<file path="src/rtl/instr_fetch_unit_if.sv">
// Fetch-stage bus: PC redirect/stall controls from decode, the combinational ROM port,
// and the registered fetch outputs.
interface instr_fetch_unit_if #(
   parameter int unsigned DATA_WIDTH = 32
);
   logic                  stall;
   logic                  redirect_valid;
   logic [DATA_WIDTH-1:0] redirect_addr;
   logic [DATA_WIDTH-1:0] rom_addr;
   logic [DATA_WIDTH-1:0] rom_q;
   logic                  if_valid;
   logic [DATA_WIDTH-1:0] if_instr;
   logic [DATA_WIDTH-1:0] if_pc;
   logic [DATA_WIDTH-1:0] if_pc_plus4;
   logic                  fetch_fault;

   modport master (
      input  stall, redirect_valid, redirect_addr, rom_q,
      output rom_addr, if_valid, if_instr, if_pc, if_pc_plus4, fetch_fault
   );

   modport slave (
      output stall, redirect_valid, redirect_addr, rom_q,
      input  rom_addr, if_valid, if_instr, if_pc, if_pc_plus4, fetch_fault
   );
endinterface

</file>
<file path="src/rtl/instr_fetch_unit.sv">
// PC/fetch stage with ROM-window fault detection and halt.
// Optional saturating fetch/bubble counters when FETCH_PERF_CNT_EN is defined.
module instr_fetch_unit #(
   parameter int unsigned          DATA_WIDTH = 32,
   parameter logic [DATA_WIDTH-1:0] RESET_PC  = 32'h00400000,
   parameter int unsigned          ROM_DEPTH  = 64
) (
   input  logic                 clk,
   input  logic                 rst_n,
`ifdef FETCH_PERF_CNT_EN
   output logic [31:0]          fetch_count,
   output logic [31:0]          bubble_count,
`endif
   instr_fetch_unit_if.master   bus
);

   typedef enum logic {RUN, HALT} state_t;

   // Window bounds are one bit wider so RESET_PC + 4*ROM_DEPTH cannot wrap.
   localparam logic [DATA_WIDTH:0] WIN_LO = {1'b0, RESET_PC};
   localparam logic [DATA_WIDTH:0] WIN_HI = WIN_LO + ((DATA_WIDTH+1)'(ROM_DEPTH) << 2);

   state_t                state;
   logic [DATA_WIDTH-1:0] pc;
   logic                  if_valid;
   logic [DATA_WIDTH-1:0] if_instr;
   logic [DATA_WIDTH-1:0] if_pc;
   logic                  fetch_fault;

   logic [DATA_WIDTH:0]   pc_ext;
   logic                  pc_ok;
   logic                  do_fetch;
   logic                  do_bubble;

   always_comb begin
      pc_ext    = {1'b0, pc};
      pc_ok     = (pc[1:0] == 2'b00) && (pc_ext >= WIN_LO) && (pc_ext < WIN_HI);
      do_fetch  = (state == RUN) && !bus.redirect_valid && !bus.stall && pc_ok;
      do_bubble = (state == RUN) && (bus.redirect_valid || bus.stall);
   end

   always_ff @(posedge clk) begin
      if (!rst_n) begin
         state       <= RUN;
         pc          <= RESET_PC;
         if_valid    <= 1'b0;
         if_instr    <= '0;
         if_pc       <= RESET_PC;
         fetch_fault <= 1'b0;
      end else begin
         case (state)
            RUN: begin
               if (bus.redirect_valid) begin
                  pc       <= bus.redirect_addr;
                  if_valid <= 1'b0;
               end else if (bus.stall) begin
                  pc       <= pc;
               end else if (!pc_ok) begin
                  state       <= HALT;
                  fetch_fault <= 1'b1;
                  if_valid    <= 1'b0;
                  if_pc       <= pc;
               end else begin
                  if_instr <= bus.rom_q;
                  if_pc    <= pc;
                  if_valid <= 1'b1;
                  pc       <= pc + DATA_WIDTH'(4);
               end
            end
            HALT: begin
               if_valid    <= 1'b0;
               fetch_fault <= 1'b1;
            end
            default: begin
               state       <= HALT;
               if_valid    <= 1'b0;
               fetch_fault <= 1'b1;
            end
         endcase
      end
   end

`ifdef FETCH_PERF_CNT_EN
   always_ff @(posedge clk) begin
      if (!rst_n) begin
         fetch_count  <= '0;
         bubble_count <= '0;
      end else begin
         if (do_fetch && (fetch_count != '1))
            fetch_count <= fetch_count + 32'd1;
         if (do_bubble && (bubble_count != '1))
            bubble_count <= bubble_count + 32'd1;
      end
   end
`endif

   assign bus.rom_addr    = pc;
   assign bus.if_valid    = if_valid;
   assign bus.if_instr    = if_instr;
   assign bus.if_pc       = if_pc;
   assign bus.if_pc_plus4 = if_pc + DATA_WIDTH'(4);
   assign bus.fetch_fault = fetch_fault;

endmodule

</file>
<file path="src/flat_wrapper.sv">
// flat-port wrapper written by rule: the top's interface ports become plain ports
module instr_fetch_unit_flat 
#(
   parameter int unsigned          DATA_WIDTH = 32,
   parameter logic [DATA_WIDTH-1:0] RESET_PC  = 32'h00400000,
   parameter int unsigned          ROM_DEPTH  = 64
)
  (clk, rst_n, bus_stall, bus_redirect_valid, bus_redirect_addr, bus_rom_q, bus_rom_addr, bus_if_valid, bus_if_instr, bus_if_pc, bus_if_pc_plus4, bus_fetch_fault);
  instr_fetch_unit_if #(.DATA_WIDTH(DATA_WIDTH)) bus_i ();
  input  logic clk;
  input  logic rst_n;
  input wire logic [$bits(bus_i.stall)-1:0] bus_stall;
  input wire logic [$bits(bus_i.redirect_valid)-1:0] bus_redirect_valid;
  input wire logic [$bits(bus_i.redirect_addr)-1:0] bus_redirect_addr;
  input wire logic [$bits(bus_i.rom_q)-1:0] bus_rom_q;
  output wire logic [$bits(bus_i.rom_addr)-1:0] bus_rom_addr;
  output wire logic [$bits(bus_i.if_valid)-1:0] bus_if_valid;
  output wire logic [$bits(bus_i.if_instr)-1:0] bus_if_instr;
  output wire logic [$bits(bus_i.if_pc)-1:0] bus_if_pc;
  output wire logic [$bits(bus_i.if_pc_plus4)-1:0] bus_if_pc_plus4;
  output wire logic [$bits(bus_i.fetch_fault)-1:0] bus_fetch_fault;
  assign bus_i.stall = bus_stall;
  assign bus_i.redirect_valid = bus_redirect_valid;
  assign bus_i.redirect_addr = bus_redirect_addr;
  assign bus_i.rom_q = bus_rom_q;
  assign bus_rom_addr = bus_i.rom_addr;
  assign bus_if_valid = bus_i.if_valid;
  assign bus_if_instr = bus_i.if_instr;
  assign bus_if_pc = bus_i.if_pc;
  assign bus_if_pc_plus4 = bus_i.if_pc_plus4;
  assign bus_fetch_fault = bus_i.fetch_fault;
  instr_fetch_unit #(.DATA_WIDTH(DATA_WIDTH), .RESET_PC(RESET_PC), .ROM_DEPTH(ROM_DEPTH)) u_core (.clk(clk), .rst_n(rst_n), .bus(bus_i));
endmodule
</file>
<file path="config.mk">
export PLATFORM = sky130hd
export DESIGN_NAME = instr_fetch_unit_flat
export DESIGN_NICKNAME = d
export VERILOG_FILES = /design/src/rtl/instr_fetch_unit_if.sv /design/src/rtl/instr_fetch_unit.sv /design/src/flat_wrapper.sv
export SDC_FILE = /design/constraint.sdc
export NUM_CORES = 1
export LEC_CHECK = 0
export CORE_MARGIN = 3
export CORE_UTILIZATION = 35
export DETAILED_ROUTE_END_ITERATION = 16
export HOLD_SLACK_MARGIN = 0.06
export PLACE_DENSITY = 0.74
export SETUP_SLACK_MARGIN = 0.2
export SLEW_MARGIN = 15
export SYNTH_ARGS = -nofsm -noshare
export SYNTH_HDL_FRONTEND = slang
export SYNTH_SLANG_ARGS = --single-unit
</file>
<file path="constraint.sdc">
create_clock -name clk -period 2.9 [get_ports clk]
set_input_delay 0.58 -clock clk [delete_from_list [all_inputs] [get_ports clk]]
set_output_delay 0.58 -clock clk [all_outputs]
set_load 0.02 [all_outputs]
</file>
======== Yosys cells after proc, flatten, opt, wreduce, memory -nomap -nowiden ========
Cells that the tools add are included.
storage, ports and cells
  register bits ........................... 99
  input port bits ......................... 68
  output and inout port bits .............. 130
  word-level logic and storage cells ...... 41
operators by class
  add/sub/neg operators ................... 2
  $lt $le $gt $ge ......................... 2
  equality and inequality tests ........... 5
  muxes and demuxes ....................... 15
  bitwise gates (word level) .............. 3
  reductions and logical operators ........ 8
operators with widths
  kind                   number
  $mux 32                3
  $add 32x3->32 const B  2
  $ge 32x23->1 const B   1
  $lt 32x23->1 const B   1
  $mux 1                 10
  $reduce_and 3->1       3
  $ne 2x2->1 const B     3
  $pmux 1 s2             2
  $reduce_and 4->1       1
  $ne 3x3->1 const B     1
  $not 1->1              3
  $logic_and 1x1->1      2
  $logic_not 2->1        1
  $ne 2x1->1 const B     1
  $reduce_bool 2->1      1

======== Logic depth before layout (Yosys ltp) ========
  depth after elaboration ................. 7
  gate-level depth with buffers ........... 8
  depth with buffers taken out ............ 6

======== Worst setup path after synthesis ========
Ideal clock, no wire load.
  kind .................................... register -> output
  start point ............................. reg u_core.if_pc[2], in the netlist u_core.bus.if_pc[2]
  end point ............................... out bus_if_pc_plus4[28]
  arrival ................................. 2.017 ns
  required time ........................... 2.320 ns
  setup slack ............................. 0.303 ns
  cell stages (with the launch flop) ...... 7
  cells stage by stage .................... dfxtp_1 > ha_1 > nand3_1 > nor4_2 > nand2_1 > nor2_1 > xor2_1
on the way
  longest elaborated chain between the ends .. 1
ends and longest elaborated chain
  what                    line                     RTL
  from (decl)             instr_fetch_unit.sv:27   logic [DATA_WIDTH-1:0] if_pc;
  from (signal assigned)  instr_fetch_unit.sv:62   if_pc <= pc;
  from (signal assigned)  instr_fetch_unit.sv:65   if_pc <= pc;
  $add 32x3->32           instr_fetch_unit.sv:101  assign bus.if_pc_plus4 = if_pc + DATA_WIDTH'(4);
  to (decl)               flat_wrapper.sv:20       output wire logic [$bits(bus_i.if_pc_plus4)-1:0] bus_if_pc_plus4;
Every way passes these cells.

======== Worst setup path after layout ========
  start point ............................. reg u_core.if_pc[10], in the netlist u_core.bus.if_pc[10]
  end point ............................... out bus_if_pc_plus4[23]
Same word-level chain as after synthesis.

==> results.yml <==
run_status:
  outcome: "completed"
die:
  chipWidth_um: 124
  rows: 42
  io_pins: 198
  start_util_pct: 36.3
  die_area_um2: 15400
  core_area_um2: 13400
  fp.dieH_um: 124
timing:
  fmax_ghz: 0.380
  period_needed_ps: 2630
  slew_viol_final: 0
  min_period_over_period_pct: 90.8
  finalClockSkew_ps: 6.16
  finalWorstSetupSlack_ps: 268
  setup-tns-final_ps: 0
  slew_headroom_pct: 55.2
  finalHoldViolations: 0
  rsz0062_at_grt: "yes"
  tightest_slew_ps: 673
  setup_viol: 0
placement:
  finalWeightedCongestion: 0.881
  io_buffers: 197
  dp_worst_setup_slack_ps: 145
  hpwlAfterDp_um: 11800
routing:
  via_per_inst: 5.12
  route.detailed.drc: 0
  first_pass_iters: 6
  vias: 5070
  wl_per_cell_um: 16.1
  routed_wl_um: 15900
  ant_nets: 0
  first_iter_violations: 338
min_path:
  min_from: "u_core.bus.if_instr[8]$_SDFFE_PN0P_"
  whs_path_depth: 2
  whs_endpoint: "u_core.bus.if_instr[8]$_SDFFE_PN0P_"
  hp-class: "reg2reg"
critical_path:
  arrival_ps: 2050
  start_kind: "register"
  reg2reg_slack_ps: 610
  cp.required_ps: 2320
  crit_fanout: 4
  cp_slowest_cell: "nor4_4"
  rr_startpoint: "u_core.bus.rom_addr[8]$_SDFFE_PN0P_"
  crit_chain: "nand4_1 -> nor4_4 -> buf_4 -> nand3_1 -> xnor2_1 -> dlygate4sd2_1"
  crit_path_max_incr_delay_ps: 350
  r2r_end: "u_core.bus.rom_addr[12]$_SDFFE_PN0P_"
  criticalPathCategory: "reg2out"
  worst_setup_path_end_kind: "primary output"
  crit_family: "simple AND/OR/NAND/NOR gates"
  crit_buf_inv: 2
  rr_worst_depth: 6
run:
  cap_violations: 0
synthesis:
  async_flop_share_pct: 0
  syn_area_um2: 4860
  ys_seq_area_share_pct: 40.7
  ys_warn_count: 0
  synthCells: 603
  synth_edf_count: 0
  syn_avg_cell_area_um2: 8.07
  synth.distinct_cells: 50
  synthFlopType: "dfxtp_1"
  synth-seq-cells: 99
  synth_fp_nets: 674
cts:
  htreeDepth: 3
  cts_tree: "yes"
  clk_pin_slew_ps: 70
  cts_buffers: 9
  clk_path_buf_depth: 2
  postCtsSetupBuffers: 0
  cts.sinks: 99
  cts_root_buf: "clkbuf_16"
  worstSkewPairLatency_ps: 350
  hold_buffers: 0
finish:
  synthToLayoutAreaGrowth_pct: 53.5
  multi_input_area_um2: 2680
  most-common-layout-cells: "174 x clkdlybuf4s50_1, 146 x nand2_1, 96 x dfxtp_1"
  antenna_cells: 0
  layout_commonest_cell: "clkdlybuf4s50_1"
  seq_area_um2: 1990
  fin_nets: 880
  utilization_pct: 55.7
  fillers: 1241
  drive_above_1_share_pct: 17.9
power:
  p_per_area_nw_per_um2: 435
  p_leak_nw: 2.62
  total_power_mw: 3.25
  peakVddDrop_uv: 223
global_routing:
  track_usage_pct: 20.4
  grt.overflow.total: 0
  grt_pass1_wl_um: 24400
  grt_max_degree: 36
  antenna_found_initial: 0
  grt_pass1_vias: 4663
-- worst min-delay path, cell delays in order (launching register included) --
cell	delay, ps
dfxtp_1	320
nand2_2	60
a21oi_2	40
-- where the power goes --
group | leakage, nW | switching, mW | internal, mW
combinational | 1.67 | 0.271 | 0.245
sequential | 0.805 | 0.0550 | 1.40
clock | 0.143 | 0.520 | 0.758
-- kinds of logic after synthesis --
logic type / count (synthesis) / synth area share [%]
AND/OR/NAND/NOR: 280 / 28.1
AO/OA/AOI/OAI: 135 / 18.7
adder cells (fa/ha/maj): 3 / 0.772
flip-flops: 99 / 40.7
XOR/XNOR: 28 / 5.04
multiplexers: 7 / 1.47
buffers and inverters: 51 / 5.17
-- repair_timing --
action	in CTS	in global routing
setup endpoints to repair	22	19
pin swaps	1	4
gates resized for setup	34	35
-- worst max-delay path by stage --
stage / startpoint / end / slack [ps] / depth (start not counted)
global route: u_core.bus.if_pc[2]$_SDFFE_PN0P_ / bus_if_pc_plus4[28] / 100 / 8
global placement: bus_stall / u_core.bus.rom_addr[12]$_SDFFE_PN0P_ / 160 / 5
finish: u_core.bus.if_pc[10]$_SDFFE_PN0P_ / bus_if_pc_plus4[23] / 270 / 6
floorplan: u_core.bus.if_pc[2]$_SDFFE_PN0P_ / bus_if_pc_plus4[28] / 300 / 6
detailed placement: u_core.bus.if_pc[2]$_SDFFE_PN0P_ / bus_if_pc_plus4[28] / 150 / 8
CTS: u_core.bus.if_pc[8]$_SDFFE_PN0P_ / bus_if_pc_plus4[28] / 90 / 8
-- area by class of cell --
class	instances	share of cell area (%)
multi-input combinational	453	35.9
sequential	99	26.7
clock inverter	4	1.01
timing repair buffer	237	29.9
clock buffer	12	3.17
inverter	9	0.452
tap	176	2.95
-- synthesized netlist by cell type (6+ instances only) --
cell type	n	area, µm²
a211oi_1	6	45.0
nor4_1	8	50.1
nor2_1	16	60.1
a21oi_1	50	250
buf_2	6	30.0
a21oi_2	29	254
and4_1	6	52.6
clkbuf_1	28	105
inv_1	9	33.8
nor3_1	9	45.0
xnor2_1	22	193
o31ai_1	6	45.0
nand4_1	16	100
nand3_1	23	115
xor2_1	6	52.6
nand2_2	30	188
buf_6	6	67.6
mux2i_1	6	60.1
o21ai_0	13	65.1
nand2_1	148	556
dfxtp_1	99	1980
-- per-layer routing --
metal | global-route usage, % | up-vias | part of all wire [%]
li1 | - | 2512 | -
met1 | 24.9 | 2292 | 40
met2 | 32.1 | 239 | 45
met3 | 8.49 | 27 | 13
met4 | 7.80 | 0 | 2.1
met5 | 0 | - | 0
-- registers in the layout (all words and copies together), names as in the netlist --
signal,cells
u_core.bus.if_instr,32
u_core.bus.if_pc,32
u_core.bus.rom_addr,32
u_core.bus.fetch_fault,1
u_core.bus.if_valid,1
u_core.state,1
-- through the flow --
step	hold WS (ps)	instance area [µm²]	instances
finish	451	7470	990
global route	469	7470	990
CTS	453	7480	990
detailed placement	446	7170	974
global placement	437	7170	974
floorplan	528	4860	603
(Power assumes the default switching activity.)
